--- src/rtl/serial_tx8.sv ---
// serial_tx8: 8-bit parallel-to-serial transmitter with start/stop framing
// (8N1) and an optional even-parity bit. The line idles high and every bit
// is held for CLKS_PER_BIT clocks.
//
// Handshake: load is sampled on a rising clock edge only while ready=1.
// ready is high in IDLE and during the last cycle of the stop bit, the same
// cycle that done pulses. A load seen in that final stop cycle starts the
// next frame with no idle gap. A load seen while busy=1 is dropped.
module serial_tx8 #(
    parameter int CLKS_PER_BIT = 4,
    parameter bit PARITY_EN    = 1'b0
) (
    input  logic       clk,
    input  logic       rst,
    input  logic [0:7] d,
    input  logic       load,
    output logic       ready,
    output logic       busy,
    output logic       txd,
    output logic       done,
    output logic [2:0] state_dbg
);

    localparam int CW = (CLKS_PER_BIT > 1) ? $clog2(CLKS_PER_BIT) : 1;
    localparam logic [CW-1:0] CNT_LAST = CW'(CLKS_PER_BIT - 1);
    localparam logic [CW-1:0] CNT_ONE  = CW'(1);

    typedef enum logic [2:0] {
        S_IDLE   = 3'd0,
        S_START  = 3'd1,
        S_DATA   = 3'd2,
        S_PARITY = 3'd3,
        S_STOP   = 3'd4
    } state_t;

    state_t        state_q, state_d;
    logic [CW-1:0] clk_cnt_q, clk_cnt_d;
    logic [2:0]    bit_cnt_q, bit_cnt_d;
    logic [7:0]    shift_q, shift_d;
    logic          par_q, par_d;
    logic          txd_q, txd_d;
    logic          bit_end;
    logic          accept;

    // Bit boundary and frame-end decode; all sourced from registers.
    always_comb begin
        bit_end = (clk_cnt_q == CNT_LAST);
        done    = (state_q == S_STOP) && bit_end;
        ready   = (state_q == S_IDLE) || done;
        busy    = ~ready;
        accept  = ready && load;
    end

    // Next-state logic: txd_d is the line value for the cycle after the edge.
    always_comb begin
        state_d   = state_q;
        clk_cnt_d = clk_cnt_q;
        bit_cnt_d = bit_cnt_q;
        shift_d   = shift_q;
        par_d     = par_q;
        txd_d     = txd_q;

        if (state_q != S_IDLE) begin
            clk_cnt_d = bit_end ? '0 : clk_cnt_q + CNT_ONE;
        end

        case (state_q)
            S_IDLE: begin
                txd_d = 1'b1;
            end
            S_START: begin
                if (bit_end) begin
                    state_d   = S_DATA;
                    bit_cnt_d = 3'd0;
                    txd_d     = shift_q[0];
                end
            end
            S_DATA: begin
                if (bit_end) begin
                    if (bit_cnt_q == 3'd7) begin
                        if (PARITY_EN) begin
                            state_d = S_PARITY;
                            txd_d   = par_q;
                        end else begin
                            state_d = S_STOP;
                            txd_d   = 1'b1;
                        end
                    end else begin
                        bit_cnt_d = bit_cnt_q + 3'd1;
                        shift_d   = shift_q >> 1;
                        txd_d     = shift_q[1];
                    end
                end
            end
            S_PARITY: begin
                if (bit_end) begin
                    state_d = S_STOP;
                    txd_d   = 1'b1;
                end
            end
            S_STOP: begin
                if (bit_end) begin
                    state_d = S_IDLE;
                    txd_d   = 1'b1;
                end
            end
            default: begin
                state_d = S_IDLE;
                txd_d   = 1'b1;
            end
        endcase

        // d[7] is the LSB, so shift_d[0] holds the first bit on the line.
        if (accept) begin
            state_d   = S_START;
            clk_cnt_d = '0;
            bit_cnt_d = 3'd0;
            shift_d   = d;
            par_d     = ^d;
            txd_d     = 1'b0;
        end
    end

    // State registers with asynchronous active-low reset.
    always_ff @(posedge clk or negedge rst) begin
        if (!rst) begin
            state_q   <= S_IDLE;
            clk_cnt_q <= '0;
            bit_cnt_q <= 3'd0;
            shift_q   <= 8'd0;
            par_q     <= 1'b0;
            txd_q     <= 1'b1;
        end else begin
            state_q   <= state_d;
            clk_cnt_q <= clk_cnt_d;
            bit_cnt_q <= bit_cnt_d;
            shift_q   <= shift_d;
            par_q     <= par_d;
            txd_q     <= txd_d;
        end
    end

    assign txd       = txd_q;
    assign state_dbg = state_q;

endmodule

--- config.mk ---
export PLATFORM = sky130hd
export DESIGN_NAME = serial_tx8
export DESIGN_NICKNAME = d
export VERILOG_FILES = /design/src/rtl/serial_tx8.sv
export SDC_FILE = /design/constraint.sdc
export NUM_CORES = 1
export LEC_CHECK = 0
export CAP_MARGIN = 30
export CELL_PAD_IN_SITES_DETAIL_PLACEMENT = 1
export CELL_PAD_IN_SITES_GLOBAL_PLACEMENT = 1
export CORE_MARGIN = 2
export CORE_UTILIZATION = 40
export DETAILED_ROUTE_END_ITERATION = 6
export GPL_ROUTABILITY_DRIVEN = 0
export MAX_ROUTING_LAYER = met4
export PLACE_DENSITY_LB_ADDON = 0.1
export REMOVE_ABC_BUFFERS = 1
export SYNTH_ARGS = -nofsm -noshare
export SYNTH_HDL_FRONTEND = slang
export SYNTH_SLANG_ARGS = --single-unit
--- constraint.sdc ---
create_clock -name clk -period 3.75 [get_ports clk]
set_clock_uncertainty 0.05 [all_clocks]
set_input_delay 0.375 -clock clk [delete_from_list [all_inputs] [get_ports clk]]
set_output_delay 0.375 -clock clk [all_outputs]
set_load 0.02 [all_outputs]
==> metrics <==
status complete, no violations; Max H-tree Level 1; flop2flop setup slack 1.89 ns; sequential cell area fraction in the yosys report approximately 43%; Worst slew margin 47.4%; TritonCTS clock tree built; Setup TNS 0 ns; met1 Track Usage GR between 20% and 30%; sw power a little under 400 uW; initial DRC count 9; Seq cells post-synth 17; diode count 0; crit path time final 2.48 ns; core area between 2000 and 2500 sq um; hpwl dp 1.55 mm; final setup fails 0; CP Cell Sequence ha_1 -> nor2b_1 -> nor2_1 -> clkdlybuf4s50_1; final wirelength 2.23 mm; ANT nets after route 0; drt drc 0; RSZ-0062 raised after global routing no; root buffer cell clkbuf_4; crit path to ready; Max-Cap Viols 0; antenna violations before repair 0; worst r2r src clk_cnt_q[0]; pin count of the biggest net entering global routing 18; grt met2 use 30.5%; Async S/R FF share, synth 100%; post-route cell area 1170 sq um; Data required, critical path 3.32 ns; grt met3 use approximately 2.8%; Setup crit end kind output pin; sw frac 43.5%; post-synth cell types 40; Die ar. 2870 sq um; Most Crowded Layer GR met2; CTS Buf Count 3; internal power a little over 500 uW; all-layer global routing usage 19.1%; hold_buf cts 0; Initial Util 43.2%; part of the power in registers 39.8%; crit-path max FO 13; port bufs 17; cell count after synthesis 98; Final Hold Fails 0; CP max-delay cell clkdlybuf4s50_1; router iterations before antenna repair 3; clock share of power 11.3%; Post-CTS Setup Repair Bufs 0; first-pass GRT wire length 3.83 mm; Gate power share 48.9%; Leakage 0.000529 uW; fin crit share between 60% and 70%; Worst path max stage delay 0.62 ns; Die X 53.6 um; worst hold slack about 0.46 ns; mean area per synthesized cell 10.0 sq um; row count 17; die height 53.6 um; post-cts repair resize count 0; Reg clk slew, reported paths 0.11 ns; DR WL/cell 15.7 um; Hold Crit Class flip-flop to flip-flop; Area Growth Syn to Fin 18.9%; layout cells sized above 1 a little under an eighth; TritonCTS Sinks 17; DP Area 1140 sq um; Tightest Pin Transition 0.787 ns; Slew Viols, Final 0; average vias per placed instance roughly 5.5; Ys Warns 0; Post-synth EDFFs 0; prevailing post-synth register cell dfrtp_1; total grt overflow 0; CP arrival 2.05 ns; CP Class flip-flop to output pin; Final #Nets ~130; vias in the first global route 838; vias 788; Power Density around 800 nW/um^2; start point of the critical path clk_cnt_q[0]; Longest Clk Path Bufs 2; fmax ~0.40 GHz; synthesized area 982 sq um; Critical Path Source Type flip-flop; Register-to-Register Path Depth 5; Ports 18; peak supply drop 378 uV; Crit Reg-Reg Endpoint shift_q[0]; Worst-Skew Late Latency just under 0.3 ns
[power groups by stage]
stage          Sequential, uW  Clock (uW)  Combinational [uW]
2_1_floorplan             365           0                 295
3_3_place_gp              361           0                 438
3_5_place_dp              367           0                 451
4_1_cts                   363         107                 455
5_1_grt                   379         111                 513
6_report                  364         103                 447
[metal layers]
layer  part of all wire [%]  up-vias
met3                    2.5        2
met2                     50       12
met1                     47      387
li1                       -      387
met4                   0.40        0
met5                      0        -
[metrics by stage]
stage / power (uW) / worst slack [ns] / util [%] / std cells
after floorplan: 660 / 1.91 / - / 93
after global placement: 799 / 1.68 / 50.1 / 138
after detailed placement: 818 / 1.57 / 50.1 / 138
after CTS: 925 / 1.23 / 51.3 / 142
after global routing: 1000 / 1.11 / 51.3 / 142
final: 915 / 1.27 / 51.3 / 142
[layout by cell type, fill, tap and decap left out, drive strengths merged]
cell type / count
and3: 2
a22oi: 5
clkdlybuf4s50: 17
a31oi: 1
nand3b: 3
a211oi: 1
or2: 2
or3: 1
a311oi: 1
o21a: 1
nand2b: 1
and2b: 1
o21ai: 3
dfrtp: 16
inv: 1
clkbuf: 4
o311a: 1
nand2: 10
dfstp: 1
nor3: 1
o211ai: 1
a22o: 2
nor2: 10
ha: 3
o22ai: 2
nor2b: 4
nand3: 7
o31ai: 1
a21boi: 2
a21oi: 8
nand4b: 1
[worst max-delay path, delay by kind of cell, from the launching register on]
| kind | cells | cell delay (ns) |
|---|---|---|
| and+or+nand+nor | 2 | 0.27 |
| adders and majority gates | 1 | 0.48 |
| buffers and inverters | 1 | 0.62 |
| DFF | 1 | 0.39 |
[worst min path at each step]
stage / start / endpoint / slack (ns) / depth (start not counted)
final: shift_q[2] / shift_q[2] / 0.46 / 2
after global routing: shift_q[3] / shift_q[2] / 0.49 / 2
after CTS: clk_cnt_q[0] / clk_cnt_q[0] / 0.47 / 1
after detailed placement: shift_q[3] / shift_q[3] / 0.44 / 2
after global placement: clk_cnt_q[0] / clk_cnt_q[0] / 0.43 / 1
after floorplan: rst / bit_cnt_q[0] / 0.03 / 0
[synthesized netlist by cell type (2+ instances only)]
master / instances / area [sq um]
a21oi_1: 4 / 20.0
a21oi_2: 4 / 35.0
a22o_1: 2 / 17.5
a22oi_1: 5 / 37.5
and3_1: 2 / 12.5
buf_6: 3 / 33.8
dfrtp_1: 16 / 400
ha_1: 3 / 37.5
nand2_1: 10 / 37.5
nand3_1: 6 / 30.0
nand3b_1: 2 / 15.0
nor2_1: 9 / 33.8
nor2b_1: 3 / 18.8
o21ai_0: 2 / 10.0
o22ai_1: 2 / 12.5
[final cells by class]
type	instances	area (sq um)
repair buffers	17	170
clock buffers	4	26.3
multi-input cells	75	505
inverters	1	3.75
fillers	256	1110
flip-flops and latches	17	427
well taps	28	35.0
[flip-flops by register name (all words and copies together), names as in the netlist]
register   cells
shift_q        8
bit_cnt_q      3
state_dbg      3
clk_cnt_q      2
txd            1
[cell families (layout without fill, tap and decap cells)]
| kind of cell | Yosys count | after routing | synth area share, % |
|---|---|---|---|
| AO/OA/AOI/OAI | 29 | 29 | 21.1 |
| adder cells (fa/ha/maj) | 3 | 3 | 3.82 |
| buffers and inverters | 6 | 22 | 5.09 |
| flip-flops | 17 | 17 | 43.4 |
| AND/OR/NAND/NOR | 43 | 43 | 26.5 |
No activity file was read; power rests on OpenSTA's default activity.
==> patch, RTL diff (config.mk and constraints unchanged) <==
`PARITY_EN`: 1'b0 -> 1'b1.
--- a/src/rtl/serial_tx8.sv
+++ b/src/rtl/serial_tx8.sv
@@ -8,7 +8,7 @@
 // next frame with no idle gap. A load seen while busy=1 is dropped.
 module serial_tx8 #(
     parameter int CLKS_PER_BIT = 4,
-    parameter bit PARITY_EN    = 1'b0
+    parameter bit PARITY_EN    = 1'b1
 ) (
     input  logic       clk,
     input  logic       rst,
Function: same outputs for any inputs over 10 cycles, from zero or initial values and one cycle with rst low; that may be too few to reach the edited logic, so the function may still have changed.
==> patch against the unedited design <==
Critical path depth did not move; hold slack got worse by 0.023 ns; die area down 1.6%; area after synthesis down 1.8%; core utilization rose by 1.1 points; synthesized cell count decreased by 9.2%; largest power group unchanged; clock power grew 19%; design area is 1.3% higher; sequential cell count is 1 higher; wire length fell by 5.8%; power decreased by 1.7%; first-iteration DRC count decreased by 22%; worst setup slack better by 0.065 ns; largest cell class unchanged.
==> patch: results (changes against the unedited design) <==
<table>
<tr><th>Metric</th><th>Value</th></tr>
<tr><th colspan="2">Run status</th></tr>
<tr><td>Status</td><td>finished clean (unchanged)</td></tr>
<tr><th colspan="2">Setup path</th></tr>
<tr><td>Critical register-to-register path startpoint</td><td>bit_cnt_q[0]$_DFFE_PN0P_ (was clk_cnt_q[0]$_DFFE_PN0P_)</td></tr>
<tr><td>Arrival time reported for the critical path endpoint</td><td>1.99 ns (was 2.05 ns)</td></tr>
<tr><td>Biggest fanout along the worst timing path</td><td>8 (was 13)</td></tr>
<tr><th colspan="2">Placement</th></tr>
<tr><td>HPWL Detailed</td><td>1582 um (was 1548 um)</td></tr>
<tr><td>Port Buffer Count</td><td>17 (unchanged)</td></tr>
<tr><th colspan="2">Route</th></tr>
<tr><td>Detailed-route wire length</td><td>2101 um (was 2230 um)</td></tr>
<tr><td>Vias after detailed routing</td><td>724 (was 788)</td></tr>
<tr><td>Drt first-iter violations</td><td>7 (was 9)</td></tr>
<tr><th colspan="2">Synth</th></tr>
<tr><td>Register area share after synthesis</td><td>46.82% (was 43.44%)</td></tr>
<tr><td>Dominant cells by area after synthesis</td><td>dfrtp_1, a22o_1, xnor2_1 (was dfrtp_1, a22oi_1, ha_1)</td></tr>
<tr><td>Yosys cell types</td><td>31 (was 40)</td></tr>
<tr><td>Count of warnings emitted by yosys</td><td>0 (unchanged)</td></tr>
<tr><td>Most frequent cells after synthesis</td><td>dfrtp_1, a22o_1, xnor2_1, a21o_1 (was dfrtp_1, nand2_1, nor2_1, nand3_1, a22oi_1)</td></tr>
<tr><th colspan="2">Layout</th></tr>
<tr><td>Filler cell count</td><td>267 (was 256)</td></tr>
<tr><td># nets final</td><td>122 (was 129)</td></tr>
<tr><td>Share of final-layout standard cells stronger than drive strength 1</td><td>9.346% (was 11.40%)</td></tr>
<tr><td>Register with the highest flop count</td><td>shift_q (unchanged)</td></tr>
<tr><td>Antenna cell count</td><td>0 (unchanged)</td></tr>
<tr><th colspan="2">Clocking</th></tr>
<tr><td>Clk_lat worst skew</td><td>0.31 ns (was 0.29 ns)</td></tr>
<tr><td>Number of buffers inserted during clock tree synthesis</td><td>3 (unchanged)</td></tr>
<tr><th colspan="2">Timing</th></tr>
<tr><td>Slew @ Worst Pin</td><td>0.7876 ns (was 0.7872 ns)</td></tr>
<tr><th colspan="2">GRT</th></tr>
<tr><td>Pin count of the biggest net entering global routing</td><td>19 (was 18)</td></tr>
<tr><td>Tot GR Track Use</td><td>18.22% (was 19.05%)</td></tr>
<tr><td>First-pass GRT wire length</td><td>3525 um (was 3829 um)</td></tr>
<tr><td>Via count of the first global-routing pass</td><td>757 (was 838)</td></tr>
<tr><th colspan="2">Power and ir drop</th></tr>
<tr><td>Leakage</td><td>0.5451 nW (was 0.5288 nW)</td></tr>
<tr><td>IR Drop Worst-Case VDD</td><td>0.0004225 V (was 0.0003781 V)</td></tr>
</table>
## patch: logic make-up after synthesis
| logic type | Yosys count | share of synthesized area [%] |
|---|---|---|
| fa+ha+maj | 3 | 3.891 |
| mux | 2 | 2.205 |
| buf+inv | 7 | 4.020 |
| compound gates | 29 | 22.31 |
| xor+xnor | 9 | 8.172 |
| flops | 18 | 46.82 |
| simple gates | 21 | 12.58 |
## patch: final timing paths
| check | cells past startpoint | slack [ns] | to |
|---|---|---|---|
| worst max-delay path | 4 | 1.34 | busy |
| worst min-delay path | 1 | 0.44 | shift_q[2]$_DFFE_PN0P_ |
| worst max register to register | 5 | 1.65 | bit_cnt_q[0]$_DFFE_PN0P_ |
| worst min register to register | 1 | 0.44 | shift_q[2]$_DFFE_PN0P_ |
| max in group asynchronous | 1 | 2.69 | state_dbg[1]$_DFFE_PN0P_ |
| min in group asynchronous | 1 | 0.46 | clk_cnt_q[1]$_DFFE_PN0P_ |
## patch: layer usage
metal	up-vias	share of wire (%)	global-route usage [%]
li1	356	-	-
met1	357	49	23.49
met2	9	47	28.75
met3	2	3.6	5.932
met4	0	0.62	2.564
met5	-	0	-
## patch: final cells by class
type	instances	area [um^2]	share of cell area [%]
Multi-Input combinational cell	64	474.2	40.11
Sequential cell	18	451.7	38.20
Timing Repair Buffer	17	170.2	14.39
Clock buffer	4	36.28	3.069
Tap cell	28	35.03	2.963
Inverter	4	15.01	1.270
## patch: critical path: stages, from the launching register on
cell and delay [ns]:
dfrtp_1 0.42, ha_1 0.30, nand2b_1 0.22, nand2_1 0.13
clkdlybuf4s50_1 0.61
## patch: through the flow
step | std cells | setup WS, ns | utilization (%) | instance area (um^2)
2_1_floorplan | 86 | 1.899 | - | 940.9
3_3_place_gp | 131 | 1.687 | 50.83 | 1146
3_5_place_dp | 131 | 1.631 | 50.83 | 1146
4_1_cts | 135 | 1.318 | 52.44 | 1182
5_1_grt | 135 | 1.197 | 52.44 | 1182
6_report | 135 | 1.338 | 52.44 | 1182
## patch: power by group
| group | switching [W] | internal (W) |
|---|---|---|
| logic | 0.000214 | 0.000209 |
| clock network | 0.0000640 | 0.0000593 |
| registers | 0.0000709 | 0.000281 |
